### config.mk
export PLATFORM = sky130hd
export DESIGN_NAME = i2c_tx_byte_engine
export DESIGN_NICKNAME = d
export VERILOG_FILES = /design/src/rtl/i2c_tx_byte_engine.sv
export SDC_FILE = /design/constraint.sdc
export NUM_CORES = 1
export LEC_CHECK = 0
export CORE_MARGIN = 8
export CORE_UTILIZATION = 59
export DETAILED_ROUTE_END_ITERATION = 7
export PLACE_DENSITY = 0.84
export RECOVER_POWER = 50
export SYNTH_ARGS = -nofsm -noshare
export SYNTH_HDL_FRONTEND = slang
export SYNTH_SLANG_ARGS = --single-unit
### constraint.sdc
create_clock -name clk_i -period 4.1 [get_ports clk_i]
set_input_delay 0.41 -clock clk_i [delete_from_list [all_inputs] [get_ports clk_i]]
set_output_delay 0.41 -clock clk_i [all_outputs]
set_load 0.1 [all_outputs]
### src/rtl/i2c_tx_byte_engine.sv
// I2C master-write byte engine: drains the TX FIFO as START, MSB-first bytes with ACK check, then STOP.
// Every output is registered and is derived from the next state, so the line levels line up with the state register.
module i2c_tx_byte_engine #(
  parameter int DATASIZE = 8,
  parameter int CLK_DIV  = 4
) (
  input  logic                clk_i,
  input  logic                rst_i,
  input  logic                enable_i,
  input  logic [DATASIZE-1:0] fifo_rdata_i,
  input  logic                fifo_rempty_i,
  output logic                fifo_rinc_o,
  input  logic                sda_i,
  output logic                scl_o,
  output logic                sda_o,
  output logic                busy_o,
  output logic                byte_done_o,
  output logic                ack_err_o
);

  localparam int CW = (CLK_DIV > 1) ? $clog2(CLK_DIV) : 1;

  typedef enum logic [2:0] {IDLE, START, LOAD, BIT, ACK, STOP} state_e;

  state_e              state_q, state_d;
  logic [CW-1:0]       cnt_q, cnt_d;
  logic [1:0]          phase_q, phase_d;
  logic [2:0]          bit_cnt_q, bit_cnt_d;
  logic [DATASIZE-1:0] shreg_q, shreg_d;
  logic                ack_smp_q, ack_smp_d;
  logic                scl_q, scl_d;
  logic                sda_q, sda_d;
  logic                rinc_q, rinc_d;
  logic                busy_q, busy_d;
  logic                done_q, done_d;
  logic                err_q, err_d;
  logic                tick;
  logic                timed;
  logic                bit_end;

  assign tick    = (cnt_q == CW'(CLK_DIV - 1));
  assign timed   = (state_q == START) || (state_q == BIT) || (state_q == ACK) || (state_q == STOP);
  assign bit_end = tick && (phase_q == 2'd3);

  always_comb begin
    state_d   = state_q;
    cnt_d     = cnt_q;
    phase_d   = phase_q;
    bit_cnt_d = bit_cnt_q;
    shreg_d   = shreg_q;
    ack_smp_d = ack_smp_q;
    done_d    = 1'b0;
    err_d     = err_q;

    if (timed) begin
      if (tick) begin
        cnt_d   = '0;
        phase_d = phase_q + 2'd1;
      end else begin
        cnt_d = cnt_q + CW'(1);
      end
    end

    case (state_q)
      IDLE: begin
        if (enable_i && !fifo_rempty_i) begin
          state_d = START;
          err_d   = 1'b0;
        end
      end
      START: begin
        if (bit_end) state_d = LOAD;
      end
      LOAD: begin
        shreg_d   = fifo_rdata_i;
        bit_cnt_d = 3'd7;
        state_d   = BIT;
      end
      BIT: begin
        if (bit_end) begin
          shreg_d = shreg_q << 1;
          if (bit_cnt_q == 3'd0) state_d = ACK;
          else bit_cnt_d = bit_cnt_q - 3'd1;
        end
      end
      ACK: begin
        if (tick && (phase_q == 2'd2)) ack_smp_d = sda_i;
        if (bit_end) begin
          if (ack_smp_q) begin
            err_d   = 1'b1;
            state_d = STOP;
          end else begin
            done_d  = 1'b1;
            state_d = (enable_i && !fifo_rempty_i) ? LOAD : STOP;
          end
        end
      end
      STOP: begin
        if (bit_end) state_d = IDLE;
      end
      default: state_d = IDLE;
    endcase

    if (state_d != state_q) begin
      cnt_d   = '0;
      phase_d = 2'd0;
    end
  end

  // Line levels follow the state/phase being entered, not the one being left.
  always_comb begin
    scl_d  = 1'b1;
    sda_d  = 1'b1;
    rinc_d = 1'b0;
    busy_d = (state_d != IDLE);
    case (state_d)
      START: begin
        scl_d = (phase_d != 2'd3);
        sda_d = (phase_d == 2'd0);
      end
      LOAD: begin
        scl_d  = 1'b0;
        sda_d  = sda_q;
        rinc_d = 1'b1;
      end
      BIT: begin
        scl_d = phase_d[1];
        sda_d = shreg_d[DATASIZE-1];
      end
      ACK: begin
        scl_d = phase_d[1];
        sda_d = 1'b1;
      end
      STOP: begin
        scl_d = (phase_d != 2'd0);
        sda_d = phase_d[1];
      end
      default: begin
        scl_d = 1'b1;
        sda_d = 1'b1;
      end
    endcase
  end

  always_ff @(posedge clk_i or posedge rst_i) begin
    if (rst_i) begin
      state_q   <= IDLE;
      cnt_q     <= '0;
      phase_q   <= 2'd0;
      bit_cnt_q <= 3'd0;
      shreg_q   <= '0;
      ack_smp_q <= 1'b0;
      scl_q     <= 1'b1;
      sda_q     <= 1'b1;
      rinc_q    <= 1'b0;
      busy_q    <= 1'b0;
      done_q    <= 1'b0;
      err_q     <= 1'b0;
    end else begin
      state_q   <= state_d;
      cnt_q     <= cnt_d;
      phase_q   <= phase_d;
      bit_cnt_q <= bit_cnt_d;
      shreg_q   <= shreg_d;
      ack_smp_q <= ack_smp_d;
      scl_q     <= scl_d;
      sda_q     <= sda_d;
      rinc_q    <= rinc_d;
      busy_q    <= busy_d;
      done_q    <= done_d;
      err_q     <= err_d;
    end
  end

  assign fifo_rinc_o = rinc_q;
  assign scl_o       = scl_q;
  assign sda_o       = sda_q;
  assign busy_o      = busy_q;
  assign byte_done_o = done_q;
  assign ack_err_o   = err_q;

endmodule

==> results of run 1 <==
## routing by layer
metal / wire [um] / up-vias / share of wire / GRT usage
li1: - / 624 / - / -
met1: 1570 / 625 / 0.44 / 0.201
met2: 1700 / 31 / 0.48 / 0.264
met3: 161 / 13 / 0.045 / 0.0436
met4: 115 / 0 / 0.032 / 0.0966
met5: 0 / - / 0 / 0
## layout by cell type, fill, tap and decap left out, drive strengths merged, types with 2 or more instances in the layout
master	Yosys	routed
dfrtp	23	23
nand2	19	19
a21oi	17	17
clkdlybuf4s50	0	17
nor2	12	12
o22ai	12	12
inv	8	8
nand2b	6	6
nor2b	6	6
o21ai	6	6
nand3	5	5
ha	5	5
or3	4	4
clkbuf	1	4
a21o	3	3
nor4	3	3
a2bb2oi	2	2
o2111ai	2	2
dfstp	2	2
a31oi	2	2
nor3b	2	2
## cells by family after synthesis
group | Yosys count
simple gates | 59
buf+inv | 17
compound gates | 56
mux | 1
flops | 25
xor+xnor | 1
fa+ha+maj | 5
## path summary, 6_finish.rpt
kind	start	end	slack, ps	depth (start not counted)
setup / recovery	cnt_q[0]$_DFFE_PP0P_	sda_o$_DFFE_PP1N_	1500	6
hold / removal	bit_cnt_q[0]$_DFFE_PP0P_	bit_cnt_q[0]$_DFFE_PP0P_	480	1
setup reg to reg	cnt_q[0]$_DFFE_PP0P_	sda_o$_DFFE_PP1N_	1500	6
hold reg to reg	bit_cnt_q[0]$_DFFE_PP0P_	bit_cnt_q[0]$_DFFE_PP0P_	480	1
max in group asynchronous	rst_i	cnt_q[0]$_DFFE_PP0P_	2790	2
min in group asynchronous	rst_i	shreg_q[4]$_DFFE_PP0P_	730	2
## flip-flops by register name, summed over array words and instances, names as in the netlist
name / count
ack_err_o: 1
ack_smp_q: 1
bit_cnt_q: 3
busy_o: 1
byte_done_o: 1
cnt_q: 2
fifo_rinc_o: 1
phase_q: 2
scl_o: 1
sda_o: 1
shreg_q: 8
state_q: 3
## worst reg2reg max path, stage by stage (launching register included)
cell      delay, ps
dfrtp_1         390
ha_1            300
and2_0          780
nand2_1         360
o221ai_1        270
a21oi_1         100
o32a_1          340
## per-stage QoR
step | area [um2] | setup slack [ps] | utilization | total power [mW]
finish | 1710 | 1500 | 0.689 | 1.08
global route | 1710 | 1340 | 0.689 | 1.16
CTS | 1710 | 1670 | 0.689 | 1.08
detailed placement | 1680 | 1830 | 0.678 | 0.969
global placement | 1680 | 1850 | 0.678 | 0.945
floorplan | 1540 | 2280 | - | 0.859
## power by group
part	leakage [nW]	switching (mW)	internal, mW
combinational	0.365	0.328	0.212
sequential	0.316	0.100	0.330
clock	0.0150	0.0758	0.0381
total	0.696	0.504	0.580
## final cells by class
cell class              instances  area, um2
flip-flops and latches         25        628
well taps                      30       37.5
clock buffers                   4       26.3
repair buffers                 18        180
inverters                       8       30.0
fillers                       198        771
multi-input cells             122        805
==> flow_summary.toml, run 1 <==
[logic_synthesis]
yosysMostFrequentCell = "dfrtp_1"
avgSynthCellArea_um2 = 9.37
ys_seq_area_frac = 0.409
synth_top_family_by_area = "compound AO/OA/AOI/OAI gates"
synthMuxAreaShare = 0.00733
synthAdderAreaFrac = 0.0407
synth_xor_area_frac = 0.00570
synth_top_cell_by_area = "dfrtp_1"
synthTopCellsByCount = "dfrtp_1, nand2_1, a21oi_1, nor2_1, o22ai_1"
synth_ff_type = "dfrtp_1"
syn_area_um2 = 1540
synth_nets = 182
synth_top_area_frac = 0.375
ys_warn_count = 0
syn_inst = 164
synth_edf_count = 0
synth_cell_types = 48
synth_compound_area_frac = 0.245
synth_seq_cells = 25
synth_area_leaders = "dfrtp_1, a21oi_1, o22ai_1"
synth-simple-area-share = 0.225
async_flop_share = 1.00

[place]
dp_hpwl_um = 2660
dp_cells = 203
finalWeightedCongestion = 0.903
portBuffers = 18

[power_and_ir_drop]
peakVddDrop_v = 0.000387
p_leak_nw = 0.696
powerDensity_nw_per_um2 = 635

[critical_path]
arrival_ps = 2870
critPathMaxFanout = 18
slowest_delay_ps = 780
cp_top_family = "simple AND/OR/NAND/NOR gates"
end_kind = "flip-flop"
required_ps = 4360
critPathBufInv = 0
start_kind = "flip-flop"
cp_cell_sequence = "ha_1, and2_0, nand2_1, o221ai_1, a21oi_1, o32a_1"
slowest_stage = "and2_0"
path_class = "flip-flop to flip-flop"

[timing]
finalHoldViolCount = 0
finClkSkew_ps = 3.18
relSlewSlack = 0.346
fmax_mhz = 384
fin_tns_setup_ps = 0
period_share = 0.635
worstMarginPinSlew_ps = 979
drv_slew = 0
rsz0062_at_grt = "no"
holdWs_ps = 476
min_period_ps = 2600
setup_violations = 0

[cts]
cts-resized-gates = 0
cts_tree = "built"
cts_max_level = 1
clk_pin_slew_ps = 140
cts_made_buffers = 3
cts_buffer_depth = 2
cts_hold_repair.buffers = 0
cts_root_buf = "clkbuf_4"
clock_sinks = 25
clkLatencyLatePin_ps = 320
cts_setup_buffers = 0

[floorplan]
die_area_um2 = 4490
ios = 19
die_y_um = 67.0
core_area_um2 = 2480
start_util = 0.620
std_cell_rows = 18
die_x_um = 67.0

[route]
drt-pass1-iter-count = 4
drc = 0
vias = 1293
antenna_left = 0
routed_via_density = 6.25
wire_per_inst_um = 17.1
drtIter0Drc = 100
routed_wl_um = 3550

[worst_hold_path]
hold_class = "flip-flop to flip-flop"

[global_routing]
grt_usage = 0.167
grt_pass1_vias = 1316
antenna_found_initial = 0
grt_pass1_wl_um = 5910
grt-ovfl-total = 0
grt_max_degree = 31

[cells_and_area]
finalNetCount = 196
antennaDiodeCount = 0
instances_no_fill = 207
areaGrowthSynthToFinish_pct = 11.1
drive_gt1_frac = 0.0960

[run]
cap_viol_max_count = 0

[outcome]
outcome = "completed"
Power figures use the tool's default switching activity.
==> inputs of run 2 (changes only) <==
--- a/config.mk
+++ b/config.mk
@@ -6,9 +6,9 @@
 export NUM_CORES = 1
 export LEC_CHECK = 0
 export CORE_MARGIN = 8
-export CORE_UTILIZATION = 59
+export CORE_UTILIZATION = 55
 export DETAILED_ROUTE_END_ITERATION = 7
-export PLACE_DENSITY = 0.84
+export PLACE_DENSITY = 0.79
 export RECOVER_POWER = 50
 export SYNTH_ARGS = -nofsm -noshare
 export SYNTH_HDL_FRONTEND = slang
==> constraint.sdc (replaced) <==
create_clock -name clk_i -period 2.5 [get_ports clk_i]
set_input_delay 0.25 -clock clk_i [delete_from_list [all_inputs] [get_ports clk_i]]
set_output_delay 0.25 -clock clk_i [all_outputs]
set_load 0.1 [all_outputs]
==> run 2 against run 1 <==
Effect of this change: final cell count rose by 2.4%; first-iteration DRC count shrank 42%; highest routed layer unchanged; critical endpoint unchanged; wire length is 4.4% lower; design area is 0.15% higher; critical path type unchanged; largest power group unchanged; core utilization is 5.8 points lower; sequential power grew 56%; non-clock buffer count is 4 higher; count of clock-buffer cells in the layout shrank 1; clock power up 64%; largest cell class unchanged; combinational power is 69% higher; die area grew 5.5%.
==> flow_summary.toml, run 2 (synthesis gave the netlist of run 1 again) <==
[global_routing]
grt_usage = 0.164
grt-ovfl-total = 0
grt_pass1_wl_um = 5950
grt_max_degree = 26
grt_pass1_vias = 1308
antenna_found_initial = 0

[power_and_ir_drop]
switching_share = 0.463
power_mw = 1.77
p_sw_uw = 818
p_leak_nw = 0.711
pwr-share-seq = 0.379
peakVddDrop_v = 0.000825
clockPowerShare = 0.106
combPwrFrac = 0.515
powerDensity_nw_per_um2 = 1030
p_int_uw = 948

[cts]
cts_hold_repair.buffers = 0
clk_pin_slew_ps = 140
cts-resized-gates = 0
cts_max_level = 1
cts_tree = "built"
clkLatencyLatePin_ps = 330
clock_sinks = 25
cts_root_buf = "clkbuf_4"
cts_buffer_depth = 2
cts_made_buffers = 3
cts_setup_buffers = 0

[cells_and_area]
largest_reg_flops = 8
mostFrequentLayoutCell = "dfrtp_1"
drive_gt1_frac = 0.133
top_register = "shreg_q"
finalNetCount = 200
layout_common_cells = "dfrtp_1, nand2_1, a21oi_1, nor2_1, o22ai_1"
antennaDiodeCount = 0
areaGrowthSynthToFinish_pct = 11.2
top_regs = "shreg_q (8), bit_cnt_q (3), state_q (3)"
postLayoutCellArea_um2 = 1710

[route]
drtIter0Drc = 58
top_layer_used = "met4"
drt-pass1-iter-count = 4
met3_length_um = 165
antenna_left = 0
wirelength_met1_um = 1570
routed_via_density = 5.97
routed_wl_um = 3390
wire_per_inst_um = 16.0
wl_met2_um = 1620
vias = 1266
drc = 0

[critical_path]
arrival_ps = 2450
critPathMaxFanout = 18
path_class = "flip-flop to flip-flop"
slowest_delay_ps = 590
start_kind = "flip-flop"
end_kind = "flip-flop"
cp_cell_sequence = "ha_1, and2_1, a31oi_2, or3_4, o31ai_2, o32a_1"
required_ps = 2780
slowest_stage = "and2_1"

[outcome]
outcome = "completed"

[timing]
relSlewSlack = 0.110
worstMarginPinSlew_ps = 1340
rsz0062_at_grt = "no"
drv_slew = 0
fin_tns_setup_ps = 0
setup_ws_ps = 335
finClkSkew_ps = 2.00
min_period_ps = 2160
period_share = 0.866
holdWs_ps = 457
finalHoldViolCount = 0
fmax_mhz = 462
setup_violations = 0

[floorplan]
die_y_um = 68.9
ios = 19
die_area_um2 = 4740
std_cell_rows = 19
start_util = 0.567
core_area_um2 = 2710
die_x_um = 68.9

[place]
pre_cts_slack_ps = 383
place_area_um2 = 1700
finalWeightedCongestion = 0.904
portBuffers = 18
dp_hpwl_um = 2550

[run]
cap_viol_max_count = 0

[worst_hold_path]
hold_class = "input port to flip-flop"
==> run 2: area by class of cell <==
cell class,count,area (um2)
fillers,237,1000
multi-input cells,122,805
flip-flops and latches,25,628
repair buffers,22,180
well taps,31,38.8
inverters,8,30.0
clock buffers,3,22.5
clock inverters,1,5.00
==> run 2: metrics by stage <==
stage	instances	util
after floorplan	164	-
after global placement	208	0.626
after detailed placement	208	0.626
after CTS	212	0.636
after global routing	212	0.631
final	212	0.631
==> run 2: final timing paths <==
kind | cells after the start | endpoint | start | slack, ps
min | 3 | shreg_q[0]$_DFFE_PP0P_ | fifo_rdata_i[0] | 460
max reg2reg | 6 | sda_o$_DFFE_PP1N_ | cnt_q[0]$_DFFE_PP0P_ | 340
max | 6 | sda_o$_DFFE_PP1N_ | cnt_q[0]$_DFFE_PP0P_ | 340
max in group asynchronous | 3 | ack_smp_q$_DFFE_PP0P_ | rst_i | 940
min reg2reg | 1 | bit_cnt_q[0]$_DFFE_PP0P_ | bit_cnt_q[0]$_DFFE_PP0P_ | 480
min in group asynchronous | 3 | shreg_q[7]$_DFF_PP0_ | rst_i | 780
==> run 2: worst max-delay path: cells and delay by family (launching register included) <==
kind	cells	cell delay (ps)
AOI/OAI and AO/OA	3	470
adders and majority gates	1	300
DFF	1	400
and+or+nand+nor	2	960
==> run 2: layer usage <==
metal  vias to the layer above  track usage
met3                         4       0.0258
met1                       609        0.209
li1                        630            -
met4                         0       0.0677
met2                        23        0.268
met5                         -            0
==> run 2: power groups by stage <==
stage	sequential, mW	clock, mW	combinational, mW
2_1_floorplan	0.779	0	0.630
3_3_place_gp	0.671	0	0.890
3_5_place_dp	0.680	0	0.910
4_1_cts	0.670	0.192	0.915
5_1_grt	0.692	0.206	1.01
6_report	0.669	0.187	0.910
